File: src/rtl/fir_bank_pkg.sv
// Shared definitions for the multi-mode FIR engine.
//  - fir_state_e : FSM state encoding (idle / multiply-accumulate / round-and-output)
//  - mode_w      : width of the mode index for a given number of modes (at least 1)
//  - tap_w       : width of the tap index / history pointer
//  - acc_w       : accumulator width, sized so a full-length sum cannot overflow
//  - round_const : round-half-up constant added before the output shift
package fir_bank_pkg;

  typedef enum logic [1:0] {
    StIdle,
    StMac,
    StRound
  } fir_state_e;

  function automatic int unsigned mode_w(input int unsigned num_modes);
    return (num_modes > 1) ? $clog2(num_modes) : 1;
  endfunction

  function automatic int unsigned tap_w(input int unsigned taps);
    return $clog2(taps);
  endfunction

  function automatic int unsigned acc_w(input int unsigned data_w, input int unsigned coeff_w,
                                        input int unsigned taps);
    return data_w + coeff_w + tap_w(taps);
  endfunction

  function automatic logic [63:0] round_const(input int unsigned shift);
    return 64'd1 << (shift - 1);
  endfunction

endpackage

File: src/rtl/fir_bank_control_if.sv
// Sample / coefficient-ROM / result bundle of the FIR engine.
//  mode, ready, audio_in : sample source side (mode sampled only on accepted ready)
//  coeff_addr, coeff_data: combinational coefficient ROM lookup, {mode, tap} addressing
//  audio_out, done       : result held until the next one, done pulses on update
//  busy, overrun         : engine occupied / sample dropped because engine was occupied
// Modports: master = source + ROM side, slave = the FIR engine.
interface fir_bank_control_if #(
  parameter int unsigned DATA_W    = 8,
  parameter int unsigned COEFF_W   = 10,
  parameter int unsigned TAPS      = 31,
  parameter int unsigned NUM_MODES = 4
) ();
  import fir_bank_pkg::*;

  localparam int unsigned MODE_W = mode_w(NUM_MODES);
  localparam int unsigned TAP_W  = tap_w(TAPS);

  logic        [MODE_W-1:0]       mode;
  logic                           ready;
  logic signed [DATA_W-1:0]       audio_in;
  logic        [MODE_W+TAP_W-1:0] coeff_addr;
  logic signed [COEFF_W-1:0]      coeff_data;
  logic signed [DATA_W-1:0]       audio_out;
  logic                           done;
  logic                           busy;
  logic                           overrun;

  modport master (
    output mode, ready, audio_in, coeff_data,
    input  coeff_addr, audio_out, done, busy, overrun
  );

  modport slave (
    input  mode, ready, audio_in, coeff_data,
    output coeff_addr, audio_out, done, busy, overrun
  );

endinterface

File: src/rtl/fir_bank_mac.sv
// Signed multiply-accumulate used once per tap by the FIR engine.
//  clock, reset : rising-edge clock, asynchronous active-low reset
//  clear        : zero the accumulator (wins over enable)
//  enable       : acc += sample * coeff this cycle
//  sample, coeff: signed operands
//  acc          : registered signed accumulator
module fir_bank_mac #(
  parameter int unsigned DATA_W  = 8,
  parameter int unsigned COEFF_W = 10,
  parameter int unsigned ACC_W   = 23
) (
  input  logic                      clock,
  input  logic                      reset,
  input  logic                      clear,
  input  logic                      enable,
  input  logic signed [DATA_W-1:0]  sample,
  input  logic signed [COEFF_W-1:0] coeff,
  output logic signed [ACC_W-1:0]   acc
);

  localparam int unsigned ProdW = DATA_W + COEFF_W;

  logic signed [ProdW-1:0] product;
  logic signed [ACC_W-1:0] acc_q;

  assign product = ProdW'(sample) * ProdW'(coeff);

  always_ff @(posedge clock or negedge reset) begin
    if (!reset) begin
      acc_q <= '0;
    end else if (clear) begin
      acc_q <= '0;
    end else if (enable) begin
      acc_q <= acc_q + ACC_W'(product);
    end
  end

  assign acc = acc_q;

endmodule

File: src/rtl/fir_bank_control.sv
// Multi-mode FIR engine: one shared sample history, one time-multiplexed MAC, coefficients
// from an external combinational ROM addressed by {mode, tap}. BYPASS_MODE forwards the input
// sample unchanged (still recorded in history). History survives mode changes.
//  clock, reset : rising-edge clock, asynchronous active-low reset clearing all state
//  bus (slave)  : mode/ready/audio_in in, coeff_addr out / coeff_data in,
//                 audio_out/done/busy/overrun out
// Build option: define FIR_BANK_SAT_EN to saturate the rounded result to DATA_W bits;
// otherwise the result is truncated (wraps).
module fir_bank_control
  import fir_bank_pkg::*;
#(
  parameter int unsigned DATA_W      = 8,
  parameter int unsigned COEFF_W     = 10,
  parameter int unsigned TAPS        = 31,
  parameter int unsigned NUM_MODES   = 4,
  parameter int unsigned BYPASS_MODE = 3,
  parameter int unsigned OUT_SHIFT   = 10
) (
  input logic               clock,
  input logic               reset,
  fir_bank_control_if.slave bus
);

  localparam int unsigned MODE_W = mode_w(NUM_MODES);
  localparam int unsigned TAP_W  = tap_w(TAPS);
  localparam int unsigned ACC_W  = acc_w(DATA_W, COEFF_W, TAPS);

  localparam logic        [TAP_W-1:0]  LastTap   = TAP_W'(TAPS - 1);
  localparam logic        [TAP_W-1:0]  TapsMod   = TAP_W'(TAPS);
  localparam logic        [MODE_W-1:0] BypassIdx = MODE_W'(BYPASS_MODE);
  localparam logic signed [ACC_W-1:0]  RoundK    = ACC_W'(round_const(OUT_SHIFT));

  fir_state_e               state_q;
  logic signed [DATA_W-1:0] hist_q [TAPS];
  logic        [TAP_W-1:0]  wr_ptr_q;
  logic        [TAP_W-1:0]  tap_q;
  logic        [MODE_W-1:0] mode_q;
  logic signed [DATA_W-1:0] audio_out_q;
  logic                     done_q;
  logic                     busy_q;
  logic                     overrun_q;

  logic        [TAP_W-1:0]  rd_idx;
  logic        [MODE_W-1:0] mode_eff;
  logic signed [ACC_W-1:0]  acc;
  logic signed [DATA_W-1:0] result;
  logic                     mac_clear;
  logic                     mac_en;

  // Newest sample sits at wr_ptr; tap k reads k samples back, wrapping modulo TAPS.
  // The modulo-2^TAP_W add is exact because the final index is always below TAPS.
  always_comb begin
    rd_idx = wr_ptr_q - tap_q;
    if (wr_ptr_q < tap_q) begin
      rd_idx = wr_ptr_q + TapsMod - tap_q;
    end
  end

  always_comb begin
    mode_eff = bus.mode;
    if (32'(bus.mode) >= NUM_MODES) begin
      mode_eff = BypassIdx;
    end
  end

  assign mac_clear = (state_q == StIdle) && bus.ready;
  assign mac_en    = (state_q == StMac);

  fir_bank_mac #(
    .DATA_W (DATA_W),
    .COEFF_W(COEFF_W),
    .ACC_W  (ACC_W)
  ) u_mac (
    .clock (clock),
    .reset (reset),
    .clear (mac_clear),
    .enable(mac_en),
    .sample(hist_q[rd_idx]),
    .coeff (bus.coeff_data),
    .acc   (acc)
  );

`ifdef FIR_BANK_SAT_EN
  localparam logic signed [ACC_W-1:0] OutMax = {{(ACC_W-DATA_W+1){1'b0}}, {(DATA_W-1){1'b1}}};
  localparam logic signed [ACC_W-1:0] OutMin = {{(ACC_W-DATA_W+1){1'b1}}, {(DATA_W-1){1'b0}}};

  logic signed [ACC_W-1:0] rounded;
  assign rounded = (acc + RoundK) >>> OUT_SHIFT;

  always_comb begin
    if (rounded > OutMax) begin
      result = {1'b0, {(DATA_W-1){1'b1}}};
    end else if (rounded < OutMin) begin
      result = {1'b1, {(DATA_W-1){1'b0}}};
    end else begin
      result = rounded[DATA_W-1:0];
    end
  end
`else
  assign result = DATA_W'((acc + RoundK) >>> OUT_SHIFT);
`endif

  always_ff @(posedge clock or negedge reset) begin
    if (!reset) begin
      state_q     <= StIdle;
      wr_ptr_q    <= '0;
      tap_q       <= '0;
      mode_q      <= '0;
      audio_out_q <= '0;
      done_q      <= 1'b0;
      busy_q      <= 1'b0;
      overrun_q   <= 1'b0;
      for (int i = 0; i < TAPS; i++) begin
        hist_q[i] <= '0;
      end
    end else begin
      done_q    <= 1'b0;
      // Any ready outside IDLE (including the ROUND cycle) is dropped.
      overrun_q <= bus.ready && (state_q != StIdle);
      unique case (state_q)
        StIdle: begin
          if (bus.ready) begin
            hist_q[wr_ptr_q] <= bus.audio_in;
            mode_q           <= mode_eff;
            tap_q            <= '0;
            busy_q           <= 1'b1;
            state_q          <= (mode_eff == BypassIdx) ? StRound : StMac;
          end
        end
        StMac: begin
          if (tap_q == LastTap) begin
            tap_q   <= '0;
            state_q <= StRound;
          end else begin
            tap_q <= tap_q + TAP_W'(1);
          end
        end
        StRound: begin
          // wr_ptr still points at the sample just accepted, so bypass reads it back here.
          audio_out_q <= (mode_q == BypassIdx) ? hist_q[wr_ptr_q] : result;
          done_q      <= 1'b1;
          busy_q      <= 1'b0;
          wr_ptr_q    <= (wr_ptr_q == LastTap) ? '0 : wr_ptr_q + TAP_W'(1);
          state_q     <= StIdle;
        end
        default: state_q <= StIdle;
      endcase
    end
  end

  assign bus.coeff_addr = {mode_q, tap_q};
  assign bus.audio_out  = audio_out_q;
  assign bus.done       = done_q;
  assign bus.busy       = busy_q;
  assign bus.overrun    = overrun_q;

endmodule

File: src/flat_wrapper.sv
// flat-port wrapper written by rule: the top's interface ports become plain ports
module fir_bank_control_flat import fir_bank_pkg::*;
#(
  parameter int unsigned DATA_W      = 8,
  parameter int unsigned COEFF_W     = 10,
  parameter int unsigned TAPS        = 31,
  parameter int unsigned NUM_MODES   = 4,
  parameter int unsigned BYPASS_MODE = 3,
  parameter int unsigned OUT_SHIFT   = 10
)
  (clock, reset, bus_mode, bus_ready, bus_audio_in, bus_coeff_data, bus_coeff_addr, bus_audio_out, bus_done, bus_busy, bus_overrun);
  fir_bank_control_if #(.DATA_W(DATA_W), .COEFF_W(COEFF_W), .TAPS(TAPS), .NUM_MODES(NUM_MODES)) bus_i ();
  input logic clock;
  input logic reset;
  input wire logic [$bits(bus_i.mode)-1:0] bus_mode;
  input wire logic [$bits(bus_i.ready)-1:0] bus_ready;
  input wire logic [$bits(bus_i.audio_in)-1:0] bus_audio_in;
  input wire logic [$bits(bus_i.coeff_data)-1:0] bus_coeff_data;
  output wire logic [$bits(bus_i.coeff_addr)-1:0] bus_coeff_addr;
  output wire logic [$bits(bus_i.audio_out)-1:0] bus_audio_out;
  output wire logic [$bits(bus_i.done)-1:0] bus_done;
  output wire logic [$bits(bus_i.busy)-1:0] bus_busy;
  output wire logic [$bits(bus_i.overrun)-1:0] bus_overrun;
  assign bus_i.mode = bus_mode;
  assign bus_i.ready = bus_ready;
  assign bus_i.audio_in = bus_audio_in;
  assign bus_i.coeff_data = bus_coeff_data;
  assign bus_coeff_addr = bus_i.coeff_addr;
  assign bus_audio_out = bus_i.audio_out;
  assign bus_done = bus_i.done;
  assign bus_busy = bus_i.busy;
  assign bus_overrun = bus_i.overrun;
  fir_bank_control #(.DATA_W(DATA_W), .COEFF_W(COEFF_W), .TAPS(TAPS), .NUM_MODES(NUM_MODES), .BYPASS_MODE(BYPASS_MODE), .OUT_SHIFT(OUT_SHIFT)) u_core (.clock(clock), .reset(reset), .bus(bus_i));
endmodule
File: config.mk
export PLATFORM = sky130hd
export DESIGN_NAME = fir_bank_control_flat
export DESIGN_NICKNAME = d
export VERILOG_FILES = /design/src/rtl/fir_bank_pkg.sv /design/src/rtl/fir_bank_control_if.sv /design/src/rtl/fir_bank_mac.sv /design/src/rtl/fir_bank_control.sv /design/src/flat_wrapper.sv
export SDC_FILE = /design/constraint.sdc
export NUM_CORES = 1
export LEC_CHECK = 0
export CORE_MARGIN = 4
export CORE_UTILIZATION = 50
export CTS_BUF_LIST = sky130_fd_sc_hd__clkbuf_2
export CTS_CLUSTER_DIAMETER = 200
export CTS_CLUSTER_SIZE = 14
export DETAILED_ROUTE_END_ITERATION = 16
export PLACE_DENSITY_LB_ADDON = 0.05
export SLEW_MARGIN = 10
export SYNTH_ARGS = -nofsm -noshare
export SYNTH_HDL_FRONTEND = slang
export SYNTH_SLANG_ARGS = --single-unit
export TNS_END_PERCENT = 50
File: constraint.sdc
create_clock -name clock -period 10.8 [get_ports clock]
set_input_delay 2.7 -clock clock [delete_from_list [all_inputs] [get_ports clock]]
set_output_delay 2.7 -clock clock [all_outputs]
set_load 0.005 [all_outputs]
==> key figures <==
Run status
  • Status: finished, final reports clean

Hold path
  • Worst min path class: flip-flop to flip-flop

STA
  • Max Freq: 103 MHz
  • Rel. slew slack: 9.23%
  • Final Cycle Share: 89.7%
  • RSZ-0062 raised after global routing: false
  • Least-Margin Pin Slew: 1.33 ns
  • Skew final: 0.166 ns
  • Setup ws final: 1.11 ns
  • Number of setup violations in the final report: 0
  • Final Hold Fails: 0
  • Fin crit period: 9.69 ns
  • Setup_tns: 0 ns
  • Pins Over Slew Limit: 0

Synth
  • Yosys warns: 0
  • Post-synth top flop: dfrtp_1
  • Complex-gate fraction of the synthesized area: 14.6%
  • Asr flop ratio synth: 100%
  • Synthesized Nets: 1909
  • Synth Area per Inst: 11.2 um^2
  • Mapped cell area: 0.0195 mm^2
  • XOR/XNOR Fraction of Synth Area: 1.49%
  • Post-Synth Simple-Gate Area: 7.19%
  • Main combinational cell family by area after synthesis: multiplexers
  • Sequential-to-total area share from yosys stat: 37.4%
  • Multiplexer area fraction after synthesis: 21.9%
  • Post-synthesis adder-cell area fraction: 12.5%
  • Yosys reg bits: 291
  • Number of synthesized flops with an enable pin: 0
  • Cell count after synthesis: 1745
  • Netlist cell types: 78

Detailed routing
  • Drt drc: 0
  • Vias per cell: 6.55
  • Total wire length: 60500 um
  • First-pass detailed-route iteration total: 5
  • Vias: 14690
  • ANT nets after route: 0
  • Drt wl/cell: 27.0 um
  • Detailed router's first-iteration violation count: 1468

Die
  • Row count: 72
  • Die Area: 0.0421 mm^2
  • Width of the die: 205 um
  • IO Pins: 41
  • Starting density of the core: 50.5%
  • Die height: 205 um
  • Core box area: 0.0386 mm^2

Global routing
  • First-pass GRT wire length: 93100 um
  • Initial antenna violation count: 2
  • Vias in the first global route: 14268
  • Largest net degree at the start of global routing: 86
  • Grt total ovfl: 0
  • GRT Total Usage: 28.9%

Clock network
  • Cts bufs inserted: 24
  • Skew-Pair Late Insertion Delay: 1.09 ns
  • H-tree depth: 1
  • CTS max path bufs: 3
  • Cts repair resizes: 0
  • Cts hold-fix bufs: 0
  • Clk slew on worst S/H paths: 0.32 ns
  • Clock Sinks: 291
  • Root Driver: clkbuf_2
  • Setup Fix Bufs, Post-CTS: 0
  • TritonCTS clock tree: yes

Placement
  • Port Buf Inserts: 40
  • DP HPWL: 43100 um
  • Pre-CTS setup slack: 1.29 ns
  • Global placer's final weighted congestion: 0.893

Cells and area
  • Layout filler cell count: 3495
  • Multi-input gate area: 0.0112 mm^2
  • Layout cells sized above 1: 22.9%
  • Final core occ: 53.0%
  • Most common cell after layout, fill and taps aside: dfrtp_1
  • Most frequent cells in the layout: dfrtp_1, mux2_2, inv_1
  • Register area: 0.00729 mm^2
  • NumNets Final: 1885
  • Area delta synth->final: 4.94%

Critical path
  • Max FO, Critical Path: 23
  • CP max stage delay: 0.95 ns
  • Setup crit end kind: flip-flop
  • CP Class: flip-flop to flip-flop
  • CP required: 11.70 ns
  • CP top delay family: compound AO/OA/AOI/OAI gates
  • Type of origin of the critical path: flip-flop
  • Critical Path AT: 10.59 ns
  • Crit path max-delay cell type: dfrtp_1
  • Most frequent CP cell: fa_1
  • Bufs and invs on worst path: 4

Run
  • Max-cap violations: 0
[synth_stat cells, drive strengths merged (4+ instances only)]
cell     number  area (um^2)
a2111oi      17          168
a211o         7         61.3
a211oi       23          190
a21o         11         82.6
a21oi        72          364
a221o         4         40.0
a22o          5         43.8
a22oi         5         37.5
a311o         4         40.0
a31oi        27          175
and2          6         37.5
and3          8         50.1
buf          42          216
clkbuf       81          305
dfrtp       291         7280
fa           88         1760
ha           53          663
inv         119          447
mux2        244         2750
mux2i        16          160
mux4         60         1350
nand2        97          364
nand2b        7         43.8
nand3        40          200
nor2         50          190
nor2b         5         31.3
nor3         71          360
nor4          6         37.5
o2111ai       6         58.8
o211ai        7         52.6
o21a          5         37.5
o21ai        87          443
o221ai       10         87.6
o22ai        76          482
o31a          6         52.6
o31ai        15          113
o41a          5         66.3
xnor2        20          175
xor2         13          114
[routing by layer]
layer | wire (um) | vias to the layer above | global-route usage, % | part of all wire, %
met5 | 0 | - | 0 | 0
met4 | 1680 | 0 | 6.63 | 2.8
met3 | 4610 | 107 | 4.52 | 7.6
met2 | 27400 | 673 | 44.8 | 45
met1 | 26800 | 7554 | 43.3 | 44
li1 | - | 6356 | - | -
[state kept, by name, indices dropped and copies added (netlist names)]
| signal | count |
|---|---|
| u_core.u_mac.acc | 18 |
| u_core.bus.busy | 1 |
| u_core.bus.audio_out | 8 |
| u_core.mode_q | 2 |
| u_core.hist_q | 248 |
| u_core.wr_ptr_q | 5 |
| u_core.bus.done | 1 |
| u_core.tap_q | 5 |
| u_core.bus.overrun | 1 |
| u_core.state_q | 2 |
[path summary, 6_finish.rpt]
path | start | endpoint | slack [ns] | cells after the start
min in group asynchronous | reset | u_core.hist_q[207] | 1.60 | 1
max | u_core.wr_ptr_q[4] | u_core.u_mac.acc[15] | 1.11 | 26
min reg2reg | u_core.bus.busy | u_core.bus.busy | 0.51 | 1
max in group asynchronous | reset | u_core.bus.audio_out[0] | 7.74 | 2
min | u_core.bus.busy | u_core.bus.busy | 0.51 | 1
max reg2reg | u_core.wr_ptr_q[4] | u_core.u_mac.acc[15] | 1.11 | 26
[worst register-to-register path, stage by stage, from the launching register on]
cell and delay, ns:
dfrtp_1 0.95, ha_1 0.52, nor2_1 0.13, and2_1 0.25
a211oi_4 0.87, or2_1 0.96, buf_4 0.39, o22ai_1 0.11
o31a_1 0.35, a21oi_1 0.57, o21ai_0 0.24, fa_1 0.51
inv_1 0.05, fa_1 0.50, inv_1 0.05, fa_1 0.47
inv_1 0.06, fa_1 0.47, ha_1 0.30, ha_1 0.33
a21oi_1 0.22, o21ai_0 0.17, o41a_1 0.41, a311o_1 0.34
a21oi_1 0.17, xor2_1 0.14, o21ai_0 0.08
[cell families after synthesis]
kind of cell | after synthesis
AND/OR/NAND/NOR | 302
flip-flops | 291
adder cells (fa/ha/maj) | 141
multiplexers | 320
buffers and inverters | 243
AO/OA/AOI/OAI | 415
XOR/XNOR | 33
[area by class of cell]
type	instances	share of cell area, %
Timing Repair Buffer	73	3.15
Tap cell	518	3.17
Clock buffer	25	0.613
Clock inverter	2	0.0674
Sequential cell	291	35.7
Inverter	120	2.21
Antenna cell	2	0.0245
Multi-Input combinational cell	1211	55.1
[per-stage QoR]
stage          instance area, um^2  hold slack (ns)  std cells
2_1_floorplan                19500            0.473       1745
4_1_cts                      20400            0.514       2240
3_3_place_gp                 20300            0.461       2213
3_5_place_dp                 20300            0.465       2213
5_1_grt                      20400            0.548       2242
6_report                     20400            0.509       2242
Power is left out: the tool's default activity adds up to more than one toggle a clock period on the data nets, which glitch-free logic cannot reach.
